===== src/rtl/id_ex_stage_reg_param_if.sv =====
// ---------------------------------------------------------------------------
// id_ex_stage_reg_param_if
// Purpose : handshake/bus bundle for the parametrised pipeline stage register.
//           One interface carries both the upstream (in_*) and the downstream
//           (out_*) sides, plus the global stall/squash controls.
// Modports:
//   master : environment side. It drives busywait, flush, in_valid, in_data,
//            in_ctrl and out_ready. It observes in_ready, out_valid, out_data,
//            out_ctrl and stall_cnt.
//   slave  : the stage register itself (mirror of master).
// Signals :
//   busywait  global memory stall; freezes the register
//   flush     squash all held entries (branch/jump redirect)
//   in_valid  upstream entry valid
//   in_ready  register can accept an entry
//   in_data   upstream data bundle   [DATA_WIDTH]
//   in_ctrl   upstream control bundle [CTRL_WIDTH]
//   out_valid output entry valid
//   out_ready downstream accepts (hazard-unit stall when low)
//   out_data  registered data        [DATA_WIDTH]
//   out_ctrl  registered control; bubble value whenever out_valid=0
//   stall_cnt saturating count of stalled cycles [CNT_WIDTH]
// ---------------------------------------------------------------------------
interface id_ex_stage_reg_param_if #(
   parameter int unsigned DATA_WIDTH = 133,
   parameter int unsigned CTRL_WIDTH = 22,
   parameter int unsigned CNT_WIDTH  = 16
);
   logic                  busywait;
   logic                  flush;
   logic                  in_valid;
   logic                  in_ready;
   logic [DATA_WIDTH-1:0] in_data;
   logic [CTRL_WIDTH-1:0] in_ctrl;
   logic                  out_valid;
   logic                  out_ready;
   logic [DATA_WIDTH-1:0] out_data;
   logic [CTRL_WIDTH-1:0] out_ctrl;
   logic [CNT_WIDTH-1:0]  stall_cnt;

   modport master (
      output busywait, flush, in_valid, in_data, in_ctrl, out_ready,
      input  in_ready, out_valid, out_data, out_ctrl, stall_cnt
   );

   modport slave (
      input  busywait, flush, in_valid, in_data, in_ctrl, out_ready,
      output in_ready, out_valid, out_data, out_ctrl, stall_cnt
   );
endinterface


===== src/rtl/id_ex_stage_reg_param.sv =====
// ---------------------------------------------------------------------------
// id_ex_stage_reg_param
// Purpose : parametrised, handshaked pipeline stage register (ID/EX, EX/MEM,
//           MEM/WB). Carries an opaque data bundle and a control bundle with
//           a valid bit. It supports ready/valid backpressure, a global
//           busywait freeze, flush bubble insertion and a saturating
//           stall-cycle counter.
// Build option:
//   PIPE_REG_SKID_EN defined   -> two-entry skid buffer (EMPTY/ONE/TWO FSM),
//                                 registered in_ready.
//   PIPE_REG_SKID_EN undefined -> single entry, in_ready combinational from
//                                 out_ready/busywait.
//   Latency is one edge in both builds.
// Ports:
//   clk    in   single clock, all state on posedge
//   rst_n  in   asynchronous active-low reset
//   bus    slave modport of id_ex_stage_reg_param_if (handshake + bundles)
// ---------------------------------------------------------------------------
module id_ex_stage_reg_param #(
   parameter int unsigned            DATA_WIDTH = 133,
   parameter int unsigned            CTRL_WIDTH = 22,
   parameter logic [CTRL_WIDTH-1:0]  CTRL_NOP   = '0,
   parameter int unsigned            CNT_WIDTH  = 16
) (
   input  logic                      clk,
   input  logic                      rst_n,
   id_ex_stage_reg_param_if.slave    bus
);

   localparam logic [CNT_WIDTH-1:0] CNT_MAX = {CNT_WIDTH{1'b1}};

   // handshake qualifiers
   logic                  accept_c;
   logic                  drain_c;

   // output-slot update controls and source bundle
   logic                  ld_c;
   logic                  clr_c;
   logic [DATA_WIDTH-1:0] ld_data_c;
   logic [CTRL_WIDTH-1:0] ld_ctrl_c;

   // output slot
   logic                  out_valid_q;
   logic [DATA_WIDTH-1:0] out_data_q;
   logic [CTRL_WIDTH-1:0] out_ctrl_q;

   logic [CNT_WIDTH-1:0]  stall_cnt_q;

   // Flush beats everything; busywait blocks both directions.
   assign accept_c = bus.in_valid & bus.in_ready & ~bus.busywait & ~bus.flush;
   assign drain_c  = out_valid_q & bus.out_ready & ~bus.busywait;

`ifdef PIPE_REG_SKID_EN

   typedef enum logic [1:0] {
      ST_EMPTY = 2'd0,
      ST_ONE   = 2'd1,
      ST_TWO   = 2'd2
   } state_t;

   state_t                state_q;
   state_t                state_nxt_c;
   logic                  ld_skid_c;
   logic                  in_ready_q;
   logic [DATA_WIDTH-1:0] skid_data_q;
   logic [CTRL_WIDTH-1:0] skid_ctrl_q;

   // State register; in_ready is registered from the next state so it has
   // no combinational path from out_ready or busywait.
   always_ff @(posedge clk or negedge rst_n) begin
      if (!rst_n) begin
         state_q    <= ST_EMPTY;
         in_ready_q <= 1'b1;
      end else begin
         state_q    <= state_nxt_c;
         in_ready_q <= (state_nxt_c != ST_TWO);
      end
   end

   // Next state and slot-movement controls.
   always_comb begin
      state_nxt_c = state_q;
      ld_c        = 1'b0;
      clr_c       = 1'b0;
      ld_skid_c   = 1'b0;
      ld_data_c   = bus.in_data;
      ld_ctrl_c   = bus.in_ctrl;
      if (bus.flush) begin
         state_nxt_c = ST_EMPTY;
         clr_c       = 1'b1;
      end else begin
         case (state_q)
            ST_EMPTY: begin
               if (accept_c) begin
                  state_nxt_c = ST_ONE;
                  ld_c        = 1'b1;
               end
            end
            ST_ONE: begin
               if (accept_c && drain_c) begin
                  ld_c = 1'b1;
               end else if (accept_c) begin
                  // output slot stalled: park the newcomer in the skid slot
                  state_nxt_c = ST_TWO;
                  ld_skid_c   = 1'b1;
               end else if (drain_c) begin
                  state_nxt_c = ST_EMPTY;
                  clr_c       = 1'b1;
               end
            end
            ST_TWO: begin
               // in_ready is low here, so only a drain can happen
               if (drain_c) begin
                  state_nxt_c = ST_ONE;
                  ld_c        = 1'b1;
                  ld_data_c   = skid_data_q;
                  ld_ctrl_c   = skid_ctrl_q;
               end
            end
            default: begin
               state_nxt_c = ST_EMPTY;
               clr_c       = 1'b1;
            end
         endcase
      end
   end

   // Skid slot; contents are don't-care once consumed or flushed.
   always_ff @(posedge clk or negedge rst_n) begin
      if (!rst_n) begin
         skid_data_q <= '0;
         skid_ctrl_q <= CTRL_NOP;
      end else if (ld_skid_c) begin
         skid_data_q <= bus.in_data;
         skid_ctrl_q <= bus.in_ctrl;
      end
   end

   assign bus.in_ready = in_ready_q;

   a_no_accept_when_full: assert property (
      @(posedge clk) disable iff (!rst_n) (state_q == ST_TWO) |-> !accept_c);

   a_valid_matches_state: assert property (
      @(posedge clk) disable iff (!rst_n) out_valid_q == (state_q != ST_EMPTY));

`else

   // Single entry: accept (possibly replacing a draining entry) or bubble out.
   always_comb begin
      ld_c      = 1'b0;
      clr_c     = 1'b0;
      ld_data_c = bus.in_data;
      ld_ctrl_c = bus.in_ctrl;
      if (bus.flush) begin
         clr_c = 1'b1;
      end else if (accept_c) begin
         ld_c = 1'b1;
      end else if (drain_c) begin
         clr_c = 1'b1;
      end
   end

   // Free when empty or when the held entry leaves this edge.
   assign bus.in_ready = ~bus.busywait & (~out_valid_q | bus.out_ready);

`endif

   // Output slot. Clearing forces the bubble control but keeps the data, so
   // downstream never sees stale write enables on an invalid entry.
   always_ff @(posedge clk or negedge rst_n) begin
      if (!rst_n) begin
         out_valid_q <= 1'b0;
         out_data_q  <= '0;
         out_ctrl_q  <= CTRL_NOP;
      end else if (clr_c) begin
         out_valid_q <= 1'b0;
         out_ctrl_q  <= CTRL_NOP;
      end else if (ld_c) begin
         out_valid_q <= 1'b1;
         out_data_q  <= ld_data_c;
         out_ctrl_q  <= ld_ctrl_c;
      end
   end

   // Stall counter: a valid entry that cannot leave this cycle. Saturates.
   always_ff @(posedge clk or negedge rst_n) begin
      if (!rst_n) begin
         stall_cnt_q <= '0;
      end else if (out_valid_q && (!bus.out_ready || bus.busywait) &&
                   (stall_cnt_q != CNT_MAX)) begin
         stall_cnt_q <= stall_cnt_q + CNT_WIDTH'(1);
      end
   end

   assign bus.out_valid = out_valid_q;
   assign bus.out_data  = out_data_q;
   assign bus.out_ctrl  = out_ctrl_q;
   assign bus.stall_cnt = stall_cnt_q;

   a_bubble_ctrl: assert property (
      @(posedge clk) disable iff (!rst_n) !out_valid_q |-> (out_ctrl_q == CTRL_NOP));

endmodule


===== src/flat_wrapper.sv =====
// flat-port wrapper written by rule: the top's interface ports become plain ports
module id_ex_stage_reg_param_flat 
#(
   parameter int unsigned            DATA_WIDTH = 133,
   parameter int unsigned            CTRL_WIDTH = 22,
   parameter logic [CTRL_WIDTH-1:0]  CTRL_NOP   = '0,
   parameter int unsigned            CNT_WIDTH  = 16
)
  (clk, rst_n, bus_busywait, bus_flush, bus_in_valid, bus_in_data, bus_in_ctrl, bus_out_ready, bus_in_ready, bus_out_valid, bus_out_data, bus_out_ctrl, bus_stall_cnt);
  id_ex_stage_reg_param_if #(.DATA_WIDTH(DATA_WIDTH), .CTRL_WIDTH(CTRL_WIDTH), .CNT_WIDTH(CNT_WIDTH)) bus_i ();
  input  logic clk;
  input  logic rst_n;
  input wire logic [$bits(bus_i.busywait)-1:0] bus_busywait;
  input wire logic [$bits(bus_i.flush)-1:0] bus_flush;
  input wire logic [$bits(bus_i.in_valid)-1:0] bus_in_valid;
  input wire logic [$bits(bus_i.in_data)-1:0] bus_in_data;
  input wire logic [$bits(bus_i.in_ctrl)-1:0] bus_in_ctrl;
  input wire logic [$bits(bus_i.out_ready)-1:0] bus_out_ready;
  output wire logic [$bits(bus_i.in_ready)-1:0] bus_in_ready;
  output wire logic [$bits(bus_i.out_valid)-1:0] bus_out_valid;
  output wire logic [$bits(bus_i.out_data)-1:0] bus_out_data;
  output wire logic [$bits(bus_i.out_ctrl)-1:0] bus_out_ctrl;
  output wire logic [$bits(bus_i.stall_cnt)-1:0] bus_stall_cnt;
  assign bus_i.busywait = bus_busywait;
  assign bus_i.flush = bus_flush;
  assign bus_i.in_valid = bus_in_valid;
  assign bus_i.in_data = bus_in_data;
  assign bus_i.in_ctrl = bus_in_ctrl;
  assign bus_i.out_ready = bus_out_ready;
  assign bus_in_ready = bus_i.in_ready;
  assign bus_out_valid = bus_i.out_valid;
  assign bus_out_data = bus_i.out_data;
  assign bus_out_ctrl = bus_i.out_ctrl;
  assign bus_stall_cnt = bus_i.stall_cnt;
  id_ex_stage_reg_param #(.DATA_WIDTH(DATA_WIDTH), .CTRL_WIDTH(CTRL_WIDTH), .CTRL_NOP(CTRL_NOP), .CNT_WIDTH(CNT_WIDTH)) u_core (.clk(clk), .rst_n(rst_n), .bus(bus_i));
endmodule

===== config.mk =====
export PLATFORM = sky130hd
export DESIGN_NAME = id_ex_stage_reg_param_flat
export DESIGN_NICKNAME = d
export VERILOG_FILES = /design/src/rtl/id_ex_stage_reg_param_if.sv /design/src/rtl/id_ex_stage_reg_param.sv /design/src/flat_wrapper.sv
export SDC_FILE = /design/constraint.sdc
export NUM_CORES = 1
export LEC_CHECK = 0
export ABC_AREA = 1
export BUFFER_PORTS_ARGS = -buffer_cell sky130_fd_sc_hd__clkbuf_2
export CAP_MARGIN = 20
export CORE_AREA = 4 4 146 148
export DETAILED_ROUTE_END_ITERATION = 10
export DIE_AREA = 0 0 150 152
export PLACE_DENSITY = 0.61
export SLEW_MARGIN = 20
export SYNTH_ARGS = -nofsm -noshare
export SYNTH_HDL_FRONTEND = slang
export SYNTH_SLANG_ARGS = --single-unit

===== constraint.sdc =====
create_clock -name clk -period 1.8 [get_ports clk]
set_input_delay 0.45 -clock clk [delete_from_list [all_inputs] [get_ports clk]]
set_output_delay 0.45 -clock clk [all_outputs]
set_load 0.005 [all_outputs]

=== Word level (Yosys, flattened, before mapping) ===
Cells that the tools add are included.
W data, S select, Z words.

* Register bits after elaboration: 172
* Input bits: 161
* Output and inout bits: 173
* Word-level logic and storage cells: 32

* Add/subtract/negate cells: 1
* Equal/unequal tests: 1
* Multiplexer cells: 9
* Bitwise logic cells: 11
* Reduce and logical (&&, ||, !) cells: 6

{| class="wikitable"
|+ Operators by type and width
! kind !! number
|-
| $mux W22 || 2
|-
| $add A16 B1 Y16 const B || 1
|-
| $ne A16 B16 Y1 const B || 1
|-
| $mux W1 || 7
|-
| $and A1 B1 Y1 || 6
|-
| $not A1 Y1 || 4
|-
| $logic_and A1 B1 Y1 || 2
|-
| $reduce_and A2 Y1 || 1
|-
| $reduce_bool A2 Y1 || 1
|-
| $logic_not A1 Y1 || 1
|-
| $logic_or A1 B1 Y1 || 1
|-
| $or A1 B1 Y1 || 1
|}

=== Depth between registers and ports, before layout ===
* Depth in word-level cells: 10
* Gate-level depth with buffers: 9

=== Least setup slack after synthesis ===
OpenSTA, ideal clock, no wires.

* Path kind: reg-to-reg
* Start point: register u_core.stall_cnt_q[0], in the netlist u_core.bus.stall_cnt[0]
* End point: register u_core.stall_cnt_q[13], in the netlist u_core.bus.stall_cnt[13]
* Setup time: 117 ps
* Arrival time: 1423 ps
* Slack: 261 ps
* Stages on the path, launching flop included: 10
* Buffers on the path: 1
* Period minus slack after synthesis: 1539 ps
* Cell sequence: dfrtp_1 > ha_1 > nand3_1 > inv_1 > nand3_1 > nand2_2 > nand2_2 > buf_6 > nand2_1 > nand2_1

* Word-level cells in the longest chain between the ends: 2
* Elaborated cells on any way between the ends: 3
* Classes of those cells: add/sub: 1; eq/ne: 1; reduce/logical: 1

{| class="wikitable"
|+ RTL lines
! item !! line !! text
|-
| start, declared || id_ex_stage_reg_param.sv:47 || <nowiki>logic [CNT_WIDTH-1:0] stall_cnt_q;</nowiki>
|-
| start signal, assigned || id_ex_stage_reg_param.sv:192 || <nowiki>stall_cnt_q <= stall_cnt_q + CNT_WIDTH'(1);</nowiki>
|-
| branches (longest 2 deep; another with $add A16 B1 Y16) || n/a ||
|}

Several ways; the timed one is not identified.
A chain may end at the register's enable or synchronous reset.

=== Final worst setup path ===
* Start point: register u_core.out_valid_q, in the netlist u_core.bus.out_valid
* End point: output bus_in_ready

* Word-level cells in the longest chain between the ends: 3

{| class="wikitable"
|+ RTL lines
! item !! line !! text
|-
| start, declared || id_ex_stage_reg_param.sv:43 || <nowiki>logic out_valid_q;</nowiki>
|-
| start signal, assigned || id_ex_stage_reg_param.sv:173 || <nowiki>out_valid_q <= 1'b0;</nowiki>
|-
| start signal, assigned || id_ex_stage_reg_param.sv:177 || <nowiki>out_valid_q <= 1'b0;</nowiki>
|-
| start signal, assigned || id_ex_stage_reg_param.sv:180 || <nowiki>out_valid_q <= 1'b1;</nowiki>
|-
| $not A1 Y1 || id_ex_stage_reg_param.sv:165 || <nowiki>assign bus.in_ready = ~bus.busywait & (~out_valid_q | bus.out_ready);</nowiki>
|-
| $or A1 B1 Y1 || id_ex_stage_reg_param.sv:165 ||
|-
| $and A1 B1 Y1 || id_ex_stage_reg_param.sv:165 ||
|-
| end, declared || flat_wrapper.sv:19 || <nowiki>output wire logic [$bits(bus_i.in_ready)-1:0] bus_in_ready;</nowiki>
|}

No other way between the ends.

==> flow_metrics.env <==
export IMPL_grt_pass1_vias=6247
export IMPL_final_layout_size_suffix_gt1_share_pct=34.6
export IMPL_yosysSeqAreaShare_pct=62.5
export IMPL_synth_compound_area_share_pct=1.09
export IMPL_grt_total_usage_pct=17.7
export IMPL_num_io_pins=334
export IMPL_antenna_found_initial=0
export IMPL_slowest_delay_ps=440
export IMPL_reg2reg_to="u_core.bus.out_data[45]"
export IMPL_synth_area_per_cell_um2=8.53
export IMPL_cts_root_buf="clkbuf_16"
export IMPL_htree_levels=4
export IMPL_crit_path_start="u_core.bus.out_valid"
export IMPL_final_period_utilization_pct=96.0
export IMPL_drc=0
export IMPL_p_clk_share_pct=35.2
export IMPL_ys_types=22
export IMPL_rr_worst_depth=7
export IMPL_startpoint_type="register"
export IMPL_drtIter0Drc=418
export IMPL_outcome="finished, final reports clean"
export IMPL_fillers=1976
export IMPL_critPathKind="reg -> out"
export IMPL_cpMaxStageDelayCell="dfrtp_2"
export IMPL_timing_rr_start="u_core.bus.out_valid"
export IMPL_finalInstanceArea_um2=9690
export IMPL_ff2ff_setup_slack_ps=210
export IMPL_setup_viol=0
export IMPL_p_sw_w=0.00308
export IMPL_vias_per_cell=4.39
export IMPL_max_freq_mhz=579
export IMPL_antenna_left=0
export IMPL_num_rows=52
export IMPL_p_seq_share_pct=46.5
export IMPL_grt_pass1_wl_um=32100
export IMPL_path_cells="a21oi_2 -> buf_4 -> clkbuf_2"
export IMPL_relSlewSlack_pct=73.0
export IMPL_nNetsFinal=1316
export IMPL_postCtsSetupBuffers=0
export IMPL_clk_latency_ps=420
export IMPL_max_vdd_ir_drop_v=0.000588
export IMPL_initial_core_util_pct=34.4
export IMPL_synth_fa_ha_area_share_pct=0.182
export IMPL_gp_congestion=0.841
export IMPL_port_buffers=333
export IMPL_power_frac_comb_pct=18.3
export IMPL_dp_hpwl_um=15400
export IMPL_critPathArrivalTime_ps=1280
export IMPL_place_area_um2=9080
export IMPL_synth_cells=808
export IMPL_area_growth_pct=40.7
export IMPL_worstPathRequired_ps=1350
export IMPL_clock_skew_ps=8.63
export IMPL_numCtsBuffers=17
export IMPL_die_area_um2=22800
export IMPL_synthXorXnorAreaFrac_pct=1.02
export IMPL_antennaDiodeCount=0
export IMPL_synth_edff_count=0
export IMPL_syn_area_um2=6890
export IMPL_grt_max_degree=57
export IMPL_synth_top_family_by_area="simple AND/OR/NAND/NOR gates"
export IMPL_multi_input_area_um2=2340
export IMPL_regArea_um2=4310
export IMPL_crit_fanout=5
export IMPL_netSwitchingFraction_pct=29.1
export IMPL_end_kind="output pin"
export IMPL_overflow=0
export IMPL_die_h_um=152
export IMPL_synth_simple_area_share_pct=31.7
export IMPL_drt_first_pass_iters=5
export IMPL_endpoint="bus_in_ready"
export IMPL_numClockSinks=172
export IMPL_cts_tree="built"
export IMPL_fin_setup_tns_ps=0
export IMPL_die_w_um=150
export IMPL_core_area_um2=20000
export IMPL_cts_buffer_depth=2
export IMPL_ys_seq_elements=172
export IMPL_hold_viol=0
export IMPL_final_min_clock_period_ps=1730
export IMPL_async_flop_share_pct=100
export IMPL_final_core_util_pct=48.4
export IMPL_power_density_nw_per_um2=1090
export IMPL_ys_dominant_reg_cell="dfrtp_1"
export IMPL_yosysWarnings=0
export IMPL_power_leakage_nw=5.67
export IMPL_rsz0062_at_grt="false"
export IMPL_drv_cap=0
export IMPL_wl_per_cell_um=14.2
export IMPL_synthMuxAreaShare_pct=0
export IMPL_num_vias=6306
export IMPL_worstMarginPinSlew_ps=401
export IMPL_drv_slew=0
export IMPL_path_clk_slew_ps=70
export IMPL_drt_total_wl_um=20400
export IMPL_synth_nets=970
export IMPL_hold_class="in -> reg"
export IMPL_p_int_w=0.00752
[registers in the layout, indices dropped and copies added, names as in the netlist]
name and count:
u_core.bus.out_data 133, u_core.bus.out_ctrl 22, u_core.bus.stall_cnt 16, u_core.bus.out_valid 1
[critical path, delay by kind of cell (launching register included)]
| kind | cells | cell delay (ps) |
|---|---|---|
| compound gates | 1 | 180 |
| buf+inv | 2 | 230 |
| flops | 1 | 440 |
[cells in the mapped netlist (2+ instances only)]
library cell / n / area share, %
buf_2: 23 / 1.7
xor2_1: 7 / 0.89
nand2_1: 498 / 27
nand2_2: 3 / 0.27
nor2_1: 17 / 0.93
buf_6: 2 / 0.33
o21ai_0: 8 / 0.58
clkbuf_1: 11 / 0.60
nand4_1: 2 / 0.18
nand3_1: 40 / 2.9
dfrtp_1: 172 / 62
inv_2: 2 / 0.11
inv_1: 14 / 0.76
[cells by family (layout without fill, tap and decap cells)]
kind of cell | after synthesis | count (layout)
simple gates | 562 | 562
compound gates | 12 | 12
buf+inv | 53 | 411
fa+ha+maj | 1 | 1
xor+xnor | 8 | 8
flops | 172 | 172
[placed cells by master (no fill, tap or decap), types with 7 or more instances in the layout]
cell type and instances:
nand2_1 498, clkbuf_2 332, dfrtp_1 171, nand3_1 40
buf_4 19, nor2_1 17, clkbuf_16 17, inv_1 14
buf_12 11, o21ai_0 8, xor2_1 7
[per-layer routing]
metal / track usage (%) / part of all wire (%)
met5: 0 / 0
met4: 5.58 / 2.1
met3: 5.03 / 7.4
met2: 29.9 / 48
met1: 21.8 / 42
[through the flow]
stage | hold WS (ps) | cells | total power [W] | worst slack (ps)
floorplan | 154 | 808 | 0.00571 | 261
global placement | 322 | 1404 | 0.00694 | 108
detailed placement | 323 | 1404 | 0.00698 | 72.7
CTS | 200 | 1436 | 0.0108 | 40.4
global route | 200 | 1436 | 0.0112 | 10.5
finish | 219 | 1436 | 0.0106 | 71.6
[area by class of cell]
cell class                 count  share of cell area, %
sequential                   172                   44.4
multi-input combinational    583                   24.2
timing repair buffer         364                   21.1
clock buffer                  18                   4.53
tap                          270                   3.49
clock inverter                13                   1.63
inverter                      16                  0.645
[power by group through the flow]
stage | clock (W) | sequential (W) | combinational (W)
after detailed placement | 0 | 0.00499 | 0.00199
after global routing | 0.00401 | 0.00501 | 0.00221
after floorplan | 0 | 0.00500 | 0.000716
after global placement | 0 | 0.00499 | 0.00195
after CTS | 0.00384 | 0.00493 | 0.00199
final | 0.00373 | 0.00493 | 0.00194
[how the worst min path moves through the flow]
stage	start	to	cells after the start
after floorplan	rst_n	u_core.bus.out_ctrl[0]	0
after global placement	rst_n	u_core.bus.out_data[27]	1
after detailed placement	rst_n	u_core.bus.out_data[27]	1
after CTS	bus_in_ctrl[6]	u_core.bus.out_ctrl[6]	3
after global routing	bus_in_data[131]	u_core.bus.out_data[131]	3
final	bus_in_ctrl[6]	u_core.bus.out_ctrl[6]	3
[repair_timing]
action / CTS / global route
hold endpoints to repair: 17 / 0
resized for setup: 0 / 2
endpoints found under the setup margin: 0 / 5
hold buffers: 1 / 0
No activity file was read; power rests on OpenSTA's default activity.
